### config.mk
export PLATFORM = sky130hd
export DESIGN_NAME = gate_sweep_controller
export DESIGN_NICKNAME = d
export VERILOG_FILES = /design/src/rtl/gate_sweep_controller.sv
export SDC_FILE = /design/constraint.sdc
export NUM_CORES = 1
export LEC_CHECK = 0
export BUFFER_PORTS_ARGS = -buffer_cell sky130_fd_sc_hd__clkbuf_2
export CAP_MARGIN = 5
export CORE_UTILIZATION = 23
export DETAILED_ROUTE_END_ITERATION = 8
export HOLD_SLACK_MARGIN = 0.05
export SKIP_LAST_GASP = 1
export SLEW_MARGIN = 20
export SYNTH_ARGS = -nofsm -noshare
export SYNTH_HDL_FRONTEND = slang
export SYNTH_SLANG_ARGS = --single-unit
### constraint.sdc
create_clock -name clk -period 2.7 [get_ports clk]
set_clock_uncertainty 0.2 [all_clocks]
set_input_delay 0.675 -clock clk [delete_from_list [all_inputs] [get_ports clk]]
set_output_delay 0.675 -clock clk [all_outputs]
set_load 0.02 [all_outputs]
### src/rtl/gate_sweep_controller.sv
// Exercises a 2-input gate with the four input vectors in turn and checks each response
// against an expected truth table. Reports a mismatch count and an overall pass flag.
module gate_sweep_controller #(
  parameter int unsigned HOLD_CYCLES = 10
) (
  input  logic       clk,
  input  logic       rst,
  input  logic       start,
  input  logic       abort,
  input  logic [3:0] exp_tt,
  input  logic       gate_c,
  output logic       gate_a,
  output logic       gate_b,
  output logic       busy,
  output logic [1:0] vec_idx,
  output logic       done,
  output logic       pass,
  output logic [2:0] err_count
);

  typedef enum logic [1:0] {IDLE, DRIVE, DONE} state_t;

  localparam logic [7:0] HOLD_LAST = 8'(HOLD_CYCLES - 1);

  state_t     state_q, state_d;
  logic [7:0] hold_q, hold_d;
  logic [1:0] vec_idx_q, vec_idx_d;
  logic       gate_a_q, gate_a_d;
  logic       gate_b_q, gate_b_d;
  logic       busy_q, busy_d;
  logic       done_q, done_d;
  logic       pass_q, pass_d;
  logic [2:0] err_q, err_d;
  logic       mismatch;
  logic [2:0] err_next;

  // Sweep order is 11, 00, 10, 01 as {a,b}.
  function automatic logic [1:0] vec_ab(input logic [1:0] idx);
    case (idx)
      2'd0:    return 2'b11;
      2'd1:    return 2'b00;
      2'd2:    return 2'b10;
      default: return 2'b01;
    endcase
  endfunction

  always_comb begin
    state_d   = state_q;
    hold_d    = hold_q;
    vec_idx_d = vec_idx_q;
    gate_a_d  = gate_a_q;
    gate_b_d  = gate_b_q;
    busy_d    = busy_q;
    done_d    = 1'b0;
    pass_d    = pass_q;
    err_d     = err_q;
    mismatch  = (gate_c != exp_tt[{gate_a_q, gate_b_q}]);
    err_next  = err_q;
    if (mismatch && err_q != 3'd4) begin
      err_next = err_q + 3'd1;
    end

    case (state_q)
      IDLE: begin
        if (start) begin
          state_d              = DRIVE;
          vec_idx_d            = 2'd0;
          {gate_a_d, gate_b_d} = vec_ab(2'd0);
          hold_d               = 8'd0;
          err_d                = 3'd0;
          pass_d               = 1'b0;
          busy_d               = 1'b1;
        end
      end
      DRIVE: begin
        if (abort) begin
          // Partial error count is kept for inspection; pass is cleared.
          state_d              = IDLE;
          {gate_a_d, gate_b_d} = 2'b00;
          busy_d               = 1'b0;
          vec_idx_d            = 2'd0;
          hold_d               = 8'd0;
          pass_d               = 1'b0;
        end else if (hold_q == HOLD_LAST) begin
          err_d  = err_next;
          hold_d = 8'd0;
          if (vec_idx_q != 2'd3) begin
            vec_idx_d            = vec_idx_q + 2'd1;
            {gate_a_d, gate_b_d} = vec_ab(vec_idx_q + 2'd1);
          end else begin
            state_d              = DONE;
            done_d               = 1'b1;
            busy_d               = 1'b0;
            vec_idx_d            = 2'd0;
            {gate_a_d, gate_b_d} = 2'b00;
            pass_d               = (err_next == 3'd0);
          end
        end else begin
          hold_d = hold_q + 8'd1;
        end
      end
      DONE: begin
        state_d = IDLE;
      end
      default: begin
        state_d = IDLE;
      end
    endcase
  end

  always_ff @(posedge clk) begin
    if (rst) begin
      state_q   <= IDLE;
      hold_q    <= 8'd0;
      vec_idx_q <= 2'd0;
      gate_a_q  <= 1'b0;
      gate_b_q  <= 1'b0;
      busy_q    <= 1'b0;
      done_q    <= 1'b0;
      pass_q    <= 1'b0;
      err_q     <= 3'd0;
    end else begin
      state_q   <= state_d;
      hold_q    <= hold_d;
      vec_idx_q <= vec_idx_d;
      gate_a_q  <= gate_a_d;
      gate_b_q  <= gate_b_d;
      busy_q    <= busy_d;
      done_q    <= done_d;
      pass_q    <= pass_d;
      err_q     <= err_d;
    end
  end

  assign gate_a    = gate_a_q;
  assign gate_b    = gate_b_q;
  assign busy      = busy_q;
  assign vec_idx   = vec_idx_q;
  assign done      = done_q;
  assign pass      = pass_q;
  assign err_count = err_q;

endmodule

==> flow_summary.json <==
{
  "status": "finished clean",
  "clk_pin_slew_ns": 0.08,
  "h-tree-depth": 1,
  "area_delta_synth_final_pct": 19.8,
  "setup_viol": 0,
  "setup_slack_ns": 0.613,
  "cp-end-kind": "flip-flop",
  "dp_hpwl_um": 1630,
  "post-place-ws_ns": 0.348,
  "path_max_fanout": 5,
  "synth_cells": 120,
  "maxCapViolations": 0,
  "fp.dieArea_um2": 4820,
  "final-hold-violation-count": 0,
  "cp_top_family": "simple AND/OR/NAND/NOR gates",
  "post_cts_resized": 0,
  "vias_per_cell": 4.52,
  "setup_tns_ns": 0,
  "fmax_mhz": 479,
  "min_period_ns": 2.09,
  "grt_pass1_vias": 806,
  "worst_pin_slew_ns": 0.499,
  "syn_nets": 136,
  "drtPass1Iterations": 4,
  "rsz0062_at_grt": "false",
  "ioPinCount": 19,
  "clockBufferDepth": 2,
  "chipHeight_um": 69.4,
  "rows": 24,
  "leakage_nw": 0.494,
  "async_flop_share_pct": 0,
  "post_drt_wl_per_cell_um": 11.0,
  "antenna_left": 0,
  "yosysMostFrequentCell": "dfxtp_1",
  "dr_total_vias": 868,
  "ir_worst_vdd_mv": 0.243,
  "ys.flop_type": "dfxtp_1",
  "cts_hold_buf": 0,
  "p_per_area_nw_per_um2": 490,
  "postCtsSetupBuffers": 0,
  "yosys-top-cells-area": "dfxtp_1 38%, ha_1 8.4%, nor2_1 6.8%",
  "netlist.area_leader.share_pct": 38.3,
  "syn_avg_cell_area_um2": 8.71,
  "fin_crit_sh_pct": 77.3,
  "yosys_warnings": 0,
  "dr.first_iter.drc_count": 48,
  "synth_top_cell_by_area": "dfxtp_1",
  "path_cells": "clkbuf_2 > mux4_2 > xor2_2 > and4_4 > or3_1 > a21oi_1",
  "synth-edff-count": 0,
  "yosysUniqueCellTypes": 33,
  "grt_pass1_wl_um": 3620,
  "die_w_um": 69.4,
  "numCtsBuffers": 3,
  "diodes": 0,
  "finalMaxSlewViolations": 0,
  "cp_slowest_cell": "mux4_2",
  "cp.required_ns": 2.70,
  "grt_usage_pct": 9.30,
  "gp_congestion": 0.738,
  "cts_tree": "yes",
  "nets": 157,
  "start_util_pct": 24.0,
  "start_kind": "input port",
  "critical_path_class": "in2reg",
  "drive_above_1_share_pct": 22.1,
  "root_buffer": "clkbuf_8",
  "wirelength_um": 2120,
  "gr-total-overflow": 0,
  "drc": 0,
  "clk_latency_ns": 0.26,
  "synth_area_um2": 1040,
  "cts.sinks": 20,
  "placed_cells": 188,
  "cp.buffers_inverters": 1,
  "worstHoldPathType": "reg2reg",
  "final_cells": 192,
  "seq_area_frac_synth_pct": 38.3,
  "synth_commonest_cells": "20 x dfxtp_1, 19 x nor2_1, 10 x nand2_1, 7 x ha_1, 7 x nor3_1",
  "grt_max_degree": 16,
  "yosys_register_bits": 20,
  "power_uw": 613,
  "core_area_um2": 4350,
  "antenna_found_initial": 0,
  "io_buffers": 18,
  "worstPathArrival_ns": 2.08,
  "relSlewSlack_pct": 66.6,
  "slowest_delay_ns": 0.48
}
-- cell usage in the layout (no fill, tap or decap), types with 2 or more instances in the layout --
| cell type | count |
|---|---|
| clkbuf_8 | 4 |
| a21oi_1 | 6 |
| nor4b_1 | 2 |
| dfxtp_1 | 20 |
| o21ai_0 | 4 |
| or3_1 | 2 |
| nor2_1 | 19 |
| nor3_1 | 7 |
| mux2i_1 | 4 |
| clkbuf_2 | 18 |
| xor2_1 | 2 |
| ha_1 | 7 |
| xnor2_1 | 4 |
| a211oi_1 | 2 |
| and2_1 | 3 |
| nand2_1 | 10 |
| inv_1 | 6 |
| a31oi_1 | 2 |
| nand4_1 | 2 |
-- per-layer routing --
layer | GRT usage, % | vias to the layer above | routed length (um)
met5 | 0 | - | 0
met4 | 2.04 | 0 | 7
met3 | 3.49 | 2 | 83
met2 | 15.3 | 12 | 974
met1 | 11.5 | 401 | 1050
li1 | - | 453 | -
-- final cells by class --
class                           count  area [um^2]
Clock buffer                        4         55.1
Fill cell                         472         3100
Inverter                            6         22.5
Multi-Input combinational cell     91          611
Sequential cell                    20          400
Tap cell                           52         65.1
Timing Repair Buffer               19         97.6
-- where the power goes --
group / switching, mW / total, mW / leakage (nW) / internal (mW)
Clock: 0.103 / 0.233 / 0.0288 / 0.130
Sequential: 0.00708 / 0.309 / 0.162 / 0.302
Combinational: 0.0405 / 0.0708 / 0.303 / 0.0303
Total: 0.151 / 0.613 / 0.494 / 0.462
-- final timing paths --
| check | depth (start not counted) | slack [ns] | start | endpoint |
|---|---|---|---|---|
| hold / removal | 2 | 0.28 | busy | busy |
| setup reg to reg | 6 | 0.66 | hold_q[0] | hold_q[2] |
| hold reg to reg | 2 | 0.28 | busy | busy |
| setup / recovery | 6 | 0.61 | exp_tt[3] | err_count[1] |
-- through the flow --
step	hold WS, ns	util (%)	instance area (um^2)
after floorplan	0.257	-	1040
after global placement	0.271	27.5	1200
after detailed placement	0.280	27.5	1200
after CTS	0.292	28.7	1250
after global routing	0.328	28.7	1250
final	0.284	28.7	1250
-- sequential cells by signal (all words and copies together), names as in the netlist --
name,cells
busy,1
done,1
err_count,3
gate_a,1
gate_b,1
hold_q,8
pass,1
state_q,2
vec_idx,2
-- cell families (layout without fill, tap and decap cells) --
| family | Yosys count | after routing | share of synthesized area [%] |
|---|---|---|---|
| mux | 5 | 5 | 5.99 |
| compound gates | 18 | 18 | 10.9 |
| buf+inv | 9 | 29 | 3.23 |
| xor+xnor | 7 | 7 | 6.59 |
| flops | 20 | 20 | 38.3 |
| fa+ha+maj | 7 | 7 | 8.38 |
| simple gates | 54 | 54 | 26.6 |
-- tightest hold or removal path: stages (launching register included) --
cell,delay [ns]
dfxtp_1,0.31
o21ai_0,0.07
a21oi_1,0.06
Power figures use the tool's default switching activity.
